`config.mk`:
```
export PLATFORM = sky130hd
export DESIGN_NAME = video_timing
export DESIGN_NICKNAME = d
export VERILOG_FILES = /design/src/rtl/video_timing_pkg.sv /design/src/rtl/video_counter.sv /design/src/rtl/video_timing.sv
export SDC_FILE = /design/constraint.sdc
export NUM_CORES = 1
export LEC_CHECK = 0
export CORE_MARGIN = 8
export CORE_UTILIZATION = 53
export DETAILED_ROUTE_END_ITERATION = 12
export GPL_TIMING_DRIVEN = 0
export PLACE_DENSITY = 0.79
export SLEW_MARGIN = 20
export SYNTH_ARGS = -nofsm -noshare
export SYNTH_HDL_FRONTEND = slang
export SYNTH_SLANG_ARGS = --single-unit
```
`constraint.sdc`:
```
create_clock -name clock -period 3.6 [get_ports clock]
set_clock_uncertainty 0.05 [all_clocks]
set_input_delay 0.72 -clock clock [delete_from_list [all_inputs] [get_ports clock]]
set_output_delay 0.72 -clock clock [all_outputs]
set_load 0.005 [all_outputs]
```
`src/rtl/video_timing_pkg.sv`:
```
// rtl/video_timing_pkg.sv - geometry, window bounds and model encoding shared by the raster timing block
package video_timing_pkg;

  typedef enum logic {
    MODEL_48  = 1'b0,
    MODEL_128 = 1'b1
  } model_e;

  localparam int CW = 9;

  localparam logic [CW-1:0] H_MAX_48  = 9'd447;
  localparam logic [CW-1:0] V_MAX_48  = 9'd311;
  localparam logic [CW-1:0] H_MAX_128 = 9'd455;
  localparam logic [CW-1:0] V_MAX_128 = 9'd310;

  // INT width is 32 T-states (48K) or 36 T-states (128K); one T-state is two pixels.
  localparam logic [CW-1:0] ILEN_48  = 9'd64;
  localparam logic [CW-1:0] ILEN_128 = 9'd72;

  localparam logic [CW-1:0] HBLANK_START = 9'd320;
  localparam logic [CW-1:0] HBLANK_END   = 9'd415;
  localparam logic [CW-1:0] DISP_W       = 9'd256;
  localparam logic [CW-1:0] DISP_H       = 9'd192;

  localparam int VBLANK_PRE  = 8;
  localparam int VBLANK_POST = 7;

  localparam int INT_LINE_DEF    = 248;
  localparam int HSYNC_START_DEF = 344;
  localparam int HSYNC_LEN_DEF   = 32;
  localparam int VSYNC_START_DEF = 248;
  localparam int VSYNC_LEN_DEF   = 4;

  function automatic logic in_window(input logic [CW-1:0] val,
                                     input logic [CW-1:0] lo,
                                     input logic [CW-1:0] hi);
    return (val >= lo) && (val <= hi);
  endfunction

endpackage

```
`src/rtl/video_counter.sv`:
```
// rtl/video_counter.sv - 9-bit wrap counter advanced on ce when inc is set; exposes its next value
module video_counter
  import video_timing_pkg::*;
(
  input  logic          clock,
  input  logic          reset,
  input  logic          ce,
  input  logic          inc,
  input  logic [CW-1:0] max,
  output logic [CW-1:0] count,
  output logic [CW-1:0] count_next,
  output logic          wrap
);

  assign wrap = inc && (count == max);

  always_comb begin
    count_next = count;
    if (wrap)
      count_next = '0;
    else if (inc)
      count_next = count + 9'd1;
  end

  always_ff @(posedge clock or negedge reset) begin
    if (!reset)
      count <= '0;
    else if (ce)
      count <= count_next;
  end

endmodule

```
`src/rtl/video_timing.sv`:
```
// rtl/video_timing.sv - Spectrum 48K/128K raster timing: counters, blank, syncs, INT, display window
// Optional contention window output is built only when CONTENTION_EN is defined.
module video_timing
  import video_timing_pkg::*;
#(
  parameter int INT_LINE    = INT_LINE_DEF,
  parameter int HSYNC_START = HSYNC_START_DEF,
  parameter int HSYNC_LEN   = HSYNC_LEN_DEF,
  parameter int VSYNC_START = VSYNC_START_DEF,
  parameter int VSYNC_LEN   = VSYNC_LEN_DEF
) (
  input  logic          clock,
  input  logic          reset,
  input  logic          ce,
  input  logic          model,
  output logic [CW-1:0] hCount,
  output logic [CW-1:0] vCount,
  output logic          blank,
  output logic          hSync,
  output logic          vSync,
  output logic          irq,
  output logic          disp
`ifdef CONTENTION_EN
  ,
  output logic          contend
`endif
);

  localparam logic [CW-1:0] HS_LO = CW'(HSYNC_START);
  localparam logic [CW-1:0] HS_HI = CW'(HSYNC_START + HSYNC_LEN - 1);
  localparam logic [CW-1:0] VS_LO = CW'(VSYNC_START);
  localparam logic [CW-1:0] VS_HI = CW'(VSYNC_START + VSYNC_LEN - 1);
  localparam logic [CW-1:0] VB_LO = CW'(VSYNC_START - VBLANK_PRE);
  localparam logic [CW-1:0] VB_HI = CW'(VSYNC_START + VSYNC_LEN + VBLANK_POST);
  localparam logic [CW-1:0] INT_V = CW'(INT_LINE);

  model_e        lm;
  model_e        lm_next;
  logic [CW-1:0] h_max;
  logic [CW-1:0] v_max;
  logic [CW-1:0] h_next;
  logic [CW-1:0] v_next;
  logic [CW-1:0] ilen;
  logic          h_wrap;
  logic          v_wrap;

  assign h_max = (lm == MODEL_128) ? H_MAX_128 : H_MAX_48;
  assign v_max = (lm == MODEL_128) ? V_MAX_128 : V_MAX_48;

  video_counter u_hcnt (
    .clock      (clock),
    .reset      (reset),
    .ce         (ce),
    .inc        (1'b1),
    .max        (h_max),
    .count      (hCount),
    .count_next (h_next),
    .wrap       (h_wrap)
  );

  video_counter u_vcnt (
    .clock      (clock),
    .reset      (reset),
    .ce         (ce),
    .inc        (h_wrap),
    .max        (v_max),
    .count      (vCount),
    .count_next (v_next),
    .wrap       (v_wrap)
  );

  // Geometry only changes at the 0,0 boundary so a frame never mixes line lengths.
  assign lm_next = (h_wrap && v_wrap) ? model_e'(model) : lm;
  assign ilen    = (lm_next == MODEL_128) ? ILEN_128 : ILEN_48;

  // Flags are decoded from the next counts so they line up with hCount/vCount.
  always_ff @(posedge clock or negedge reset) begin
    if (!reset) begin
      lm    <= MODEL_48;
      blank <= 1'b0;
      hSync <= 1'b0;
      vSync <= 1'b0;
      irq   <= 1'b0;
      disp  <= 1'b0;
    end else if (ce) begin
      lm    <= lm_next;
      blank <= in_window(h_next, HBLANK_START, HBLANK_END) || in_window(v_next, VB_LO, VB_HI);
      hSync <= in_window(h_next, HS_LO, HS_HI);
      vSync <= in_window(v_next, VS_LO, VS_HI);
      irq   <= (v_next == INT_V) && (h_next < ilen);
      disp  <= (h_next < DISP_W) && (v_next < DISP_H);
    end
  end

`ifdef CONTENTION_EN
  // 12 of every 16 pixels inside the bitmap area: the 6-of-8 T-state pattern.
  always_ff @(posedge clock or negedge reset) begin
    if (!reset)
      contend <= 1'b0;
    else if (ce)
      contend <= (v_next < DISP_H) && (h_next < DISP_W) && (h_next[3:0] < 4'd12);
  end
`endif

endmodule

```
After elaboration in Yosys (flattened, before gate mapping)
Index checks and enable logic that the tools add are counted.
- register bits after elaboration: 24
- latch bits: 0
- RAM bits: 0
- ROM bits: 0
- bits of input ports: 4
- output and inout bits: 23
- word-level logic and storage cells: 40
- memories kept: 0
- add/sub/neg operators: 2
- multiply operators: 0
- divide/modulo/power cells: 0
- magnitude comparators: 11
- equal/unequal tests: 3
- shift operators: 0
- mux-type cells: 7
- bitwise operators: 0
- reduce and logical (&&, ||, !) cells: 9
- operators with widths (kind ; count):
    less-or-equal comparator 9 bit, second input constant ; 3
    2-to-1 mux 9 bit ; 3
    adder 9 x 1 -> 9 bit, second input constant ; 2
    == test 9 bit ; 2
    >= comparator 9 x 8 -> 1 bit, second input constant ; 2
    >= comparator 9 bit, second input constant ; 2
    == test 9 x 8 -> 1 bit, second input constant ; 1
    less-or-equal comparator 9 x 8 -> 1 bit, second input constant ; 1
    < comparator 9 x 7 -> 1 bit ; 1
    < comparator 9 x 8 -> 1 bit, second input constant ; 1
    < comparator 9 bit, second input constant ; 1
    logical AND 1 bit ; 8
    2-to-1 mux 7 bit ; 1
    2-to-1 mux 4 bit ; 1
    2-to-1 mux 1 bit ; 2
    logical OR 1 bit ; 1

Depth between registers and ports, before layout
- word-level depth: 8
- depth in mapped cells: 8

By module
Synthesis repeated with hierarchy kept, for this count alone.
- cells, all modules: 223
- area, all modules: 2107.0 µm²
- by module, submodules not included (module ; instances ; cells each ; area each (µm²) ; seq. area each (µm²)):
    video_counter ; 2 ; 93 ; 879.6 ; 225.2
    video_timing ; 1 ; 37 ; 347.8 ; 150.1

Worst setup path after synthesis
Ideal clock, no wire load.
- path type: register to register
- from: register u_hcnt.count[4]
- to: register irq
- setup time: 78 ps
- arrival: 2462 ps
- data required time: 3472 ps
- setup slack: 1010 ps
- stages on the path, launching flop included: 8
- path buffers: 1
- cell sequence: dfrtp_1 buf_6 or3_4 o22a_1 or4_4 o2bb2a_4 or4b_1 o2bb2ai_1
- word-level cells in the longest chain between the ends: 7
- ends and longest elaborated chain (item ; RTL line ; text):
    start, declared ; video_counter.sv:10 ; output logic [CW-1:0] count,
    start signal, assigned ; video_counter.sv:29 ; count <= count_next;
    branches (longest 6 deep; another with adder 9 x 1 -> 9 bit) ; n/a ;
    logical AND 1 bit (*) ; video_timing.sv:90 ; irq <= (v_next == INT_V) && (h_next < ilen);
    end signal, assigned ; video_timing.sv:90 ;
    end, declared ; video_timing.sv:21 ; output logic irq,
Mark *: on every way between the ends.
A chain may end at the register's enable or synchronous reset.

Worst setup path after layout
- from: register u_hcnt.count[3]
- to: register irq
Same word-level chain as after synthesis.

==> run_results.csv <==
group,metric,value,unit
outcome,status,"finished, final reports clean",
synth,yosysMostFrequentCell,"nand2_1",
sta,drv_slew,0,
drt,route.detailed.drc,0,
synth,synthesis.area,0.00169,sq mm
drt,ant_nets,0,
drt,wl_per_cell,16.3,um
floorplanning,io_pins,27,
worst_setup_path,crit_type,"flip-flop to flip-flop",
sta,fin_setup_tns,0,ns
global_routing,overflow,0,
layout,areaGrowthSynthToFinish,20.3,%
sta,slew_headroom,39.5,%
clock_tree,postCtsSetupRepairBufs,0,
floorplanning,initial_core_util,55.4,%
worst_setup_path,r2r_start,"u_hcnt.count[3]",
sta,hold_viol_final,0,
global_routing,grt_pass1_wl,7400,um
synth,synth_area_leaders,"dfrtp_1 36%, nand2_1 5.8%, o21ai_0 5.0%",
clock_tree,ctsHoldBuffers,0,
floorplanning,die_y,72.5,um
drt,wl_met2,2130,um
layout,n_antenna_cell,0,
floorplanning,die_area,0.00525,sq mm
sta,min_period_over_period,80.1,%
layout,nFillCells,286,
floorplanning,core-area,0.00305,sq mm
floorplanning,core.rowCount,20,
clock_tree,h-tree-depth,1,
drt,wl_met1,1930,um
layout,nets,242,
sta,setup_viol,0,
sta,setup_ws,0.718,ns
clock_tree,cts_tree,"yes",
worst_setup_path,reg2reg_depth,7,
sta,rsz0062_at_grt,"false",
placement,dp_slack,0.785,ns
power_and_ir_drop,power_density,386,mW/mm^2
clock_tree,cts_resized,0,
sta,timing.fmax,0.347,GHz
sta,min_period,2.88,ns
layout,drive_above_1_share,5.96,%
synth,synth_seq_area_share,35.5,%
power_and_ir_drop,peakVddDrop,0.329,mV
synth,yosysTopAreaCell,"dfrtp_1",
synth,synth_nets,212,
drt,topRoutingLayerUsed,"met4",
drt,routed_wl,4550,um
worst_setup_path,cp_slowest_stage_delay,0.58,ns
worst_setup_path,crit_path_top_delay_cell,"nor2_1",
floorplanning,fp.dieW,72.5,um
synth,synth_warnings,0,
drt,drt-initial-drc-count,130,
synth,yosysTopAreaCellShare,35.5,%
synth,avgSynthCellArea,8.21,sq um
worst_setup_path,rrSetupSlack,0.72,ns
drt,viasPerCell,6.20,
synth,ys_async_sr_fraction,100,%
synth,ys.flop_type,"dfrtp_1",
global_routing,antenna_found_initial,0,
synth,synthCells,206,
clock_tree,clk_pin_slew,0.15,ns
clock_tree,cts_made_buffers,3,
run,maxCapViolCount,0,
synth,ys_seq_elements,24,
synth,ys_types,50,
global_routing,grt_use_total,17.1,%
worst_setup_path,critPathMaxFanout,10,
layout,fin_util,66.6,%
global_routing,grt_max_degree,25,
power_and_ir_drop,finalPower,785,uW
sta,tightestPinTransition,0.900,ns
worst_setup_path,crit_path_end_kind,"flip-flop",
synth,synth-edff-count,0,
clock_tree,root_buffer,"clkbuf_4",
worst_setup_path,cp-start-kind,"flip-flop",
worst_setup_path,r2r_end,"irq",
clock_tree,clock_latency,0.33,ns
synth,synth.top_cells.by_count,"26 x nand2_1, 24 x dfrtp_1, 17 x o21ai_0, 15 x clkbuf_1",
hold_path,holdCritPathClass,"primary input to async pin",
drt,dr_wl_met3,423,um
drt,first_pass_iters,6,
worst_setup_path,critPathArrivalTime,3.09,ns
placement,numPortBuffers,25,
placement,hpwl,3350,um
worst_setup_path,cp_cell_sequence,"clkbuf_1, nand3_1, o22a_1, nor2_1, a31oi_1, or4b_1, o2bb2ai_1",
clock_tree,cts.path.max_buffers,2,
clock_tree,cts.sinks,24,
global_routing,grt_pass1_vias,1548,
power_and_ir_drop,leakagePower,0.000760,uW
placement,gp_congestion,0.912,
drt,vias,1730,
worst_setup_path,required,3.81,ns
-- worst max-delay path: cells and delay by family (launching register included) --
family / cells / cell delay [ns]
and+or+nand+nor: 3 / 1.35
AOI/OAI and AO/OA: 3 / 0.69
DFF: 1 / 0.39
buffers and inverters: 1 / 0.34
-- power breakdown --
group	leakage (uW)	switching, uW	internal, uW
Sequential	0.000305	24.7	303
Combinational	0.000434	166	139
Clock	0.0000210	91.2	61.9
Total	0.000760	282	503
-- sequential cells by signal, summed over array words and instances, names as in the netlist --
register      cells
u_hcnt.count      9
u_vcnt.count      9
disp              1
blank             1
vSync             1
irq               1
lm                1
hSync             1
-- per-layer routing --
metal | global-route usage, % | up-vias
li1 | - | 818
met1 | 22.5 | 809
met2 | 27.4 | 91
met3 | 4.13 | 12
met4 | 3.56 | 0
met5 | 0 | -
-- final cells by class --
| type | count | area [sq um] | area share, % |
|---|---|---|---|
| Multi-Input combinational cell | 159 | 1000 | 49.2 |
| Sequential cell | 24 | 601 | 29.5 |
| Timing Repair Buffer | 25 | 245 | 12.1 |
| Buffer | 18 | 76.3 | 3.75 |
| Tap cell | 44 | 55.1 | 2.71 |
| Clock buffer | 4 | 36.3 | 1.78 |
| Inverter | 5 | 18.8 | 0.923 |
-- worst max path at each step --
| stage | from | to | slack, ns |
|---|---|---|---|
| after global routing | u_hcnt.count[3] | irq | 0.55 |
| after floorplan | u_hcnt.count[4] | irq | 1.01 |
| final | u_hcnt.count[3] | irq | 0.72 |
| after detailed placement | u_hcnt.count[5] | irq | 0.79 |
| after global placement | u_vcnt.count[4] | vSync | 0.76 |
| after CTS | u_hcnt.count[5] | irq | 0.76 |
-- placed cells by master, fill, tap and decap left out, types with 2 or more instances in the layout --
cell and count:
a21oi_1 12, xnor2_1 4, o21ai_0 17, a211o_1 2
and3_1 2, xor2_1 6, clkdlybuf4s50_1 24, o2bb2ai_1 2
dfrtp_1 24, a311oi_1 2, and2_1 2, mux2i_1 3
o32ai_1 2, inv_1 5, nand2_1 26, ha_1 2
o41ai_1 2, nand3_1 12, a31oi_1 3, nand2b_1 4
nand4_1 6, nor2_1 12, o31ai_1 7, mux2_2 2
clkbuf_4 3, or3_1 3, nor3_1 4, clkbuf_1 15
buf_2 2
-- cell families after synthesis --
family | synth area share [%]
flip-flops | 35.5
XOR/XNOR | 5.18
adder cells (fa/ha/maj) | 1.48
multiplexers | 3.11
AND/OR/NAND/NOR | 24.5
buffers and inverters | 5.62
AO/OA/AOI/OAI | 24.6
-- per-stage QoR --
step	hold WS [ns]	instance area (sq um)	instances
final	0.300	2030	279
after global routing	0.351	2030	279
after CTS	0.464	2040	279
after detailed placement	0.432	2000	275
after global placement	0.420	2000	275
after floorplan	0.374	1690	206
Power figures use the tool's default switching activity.
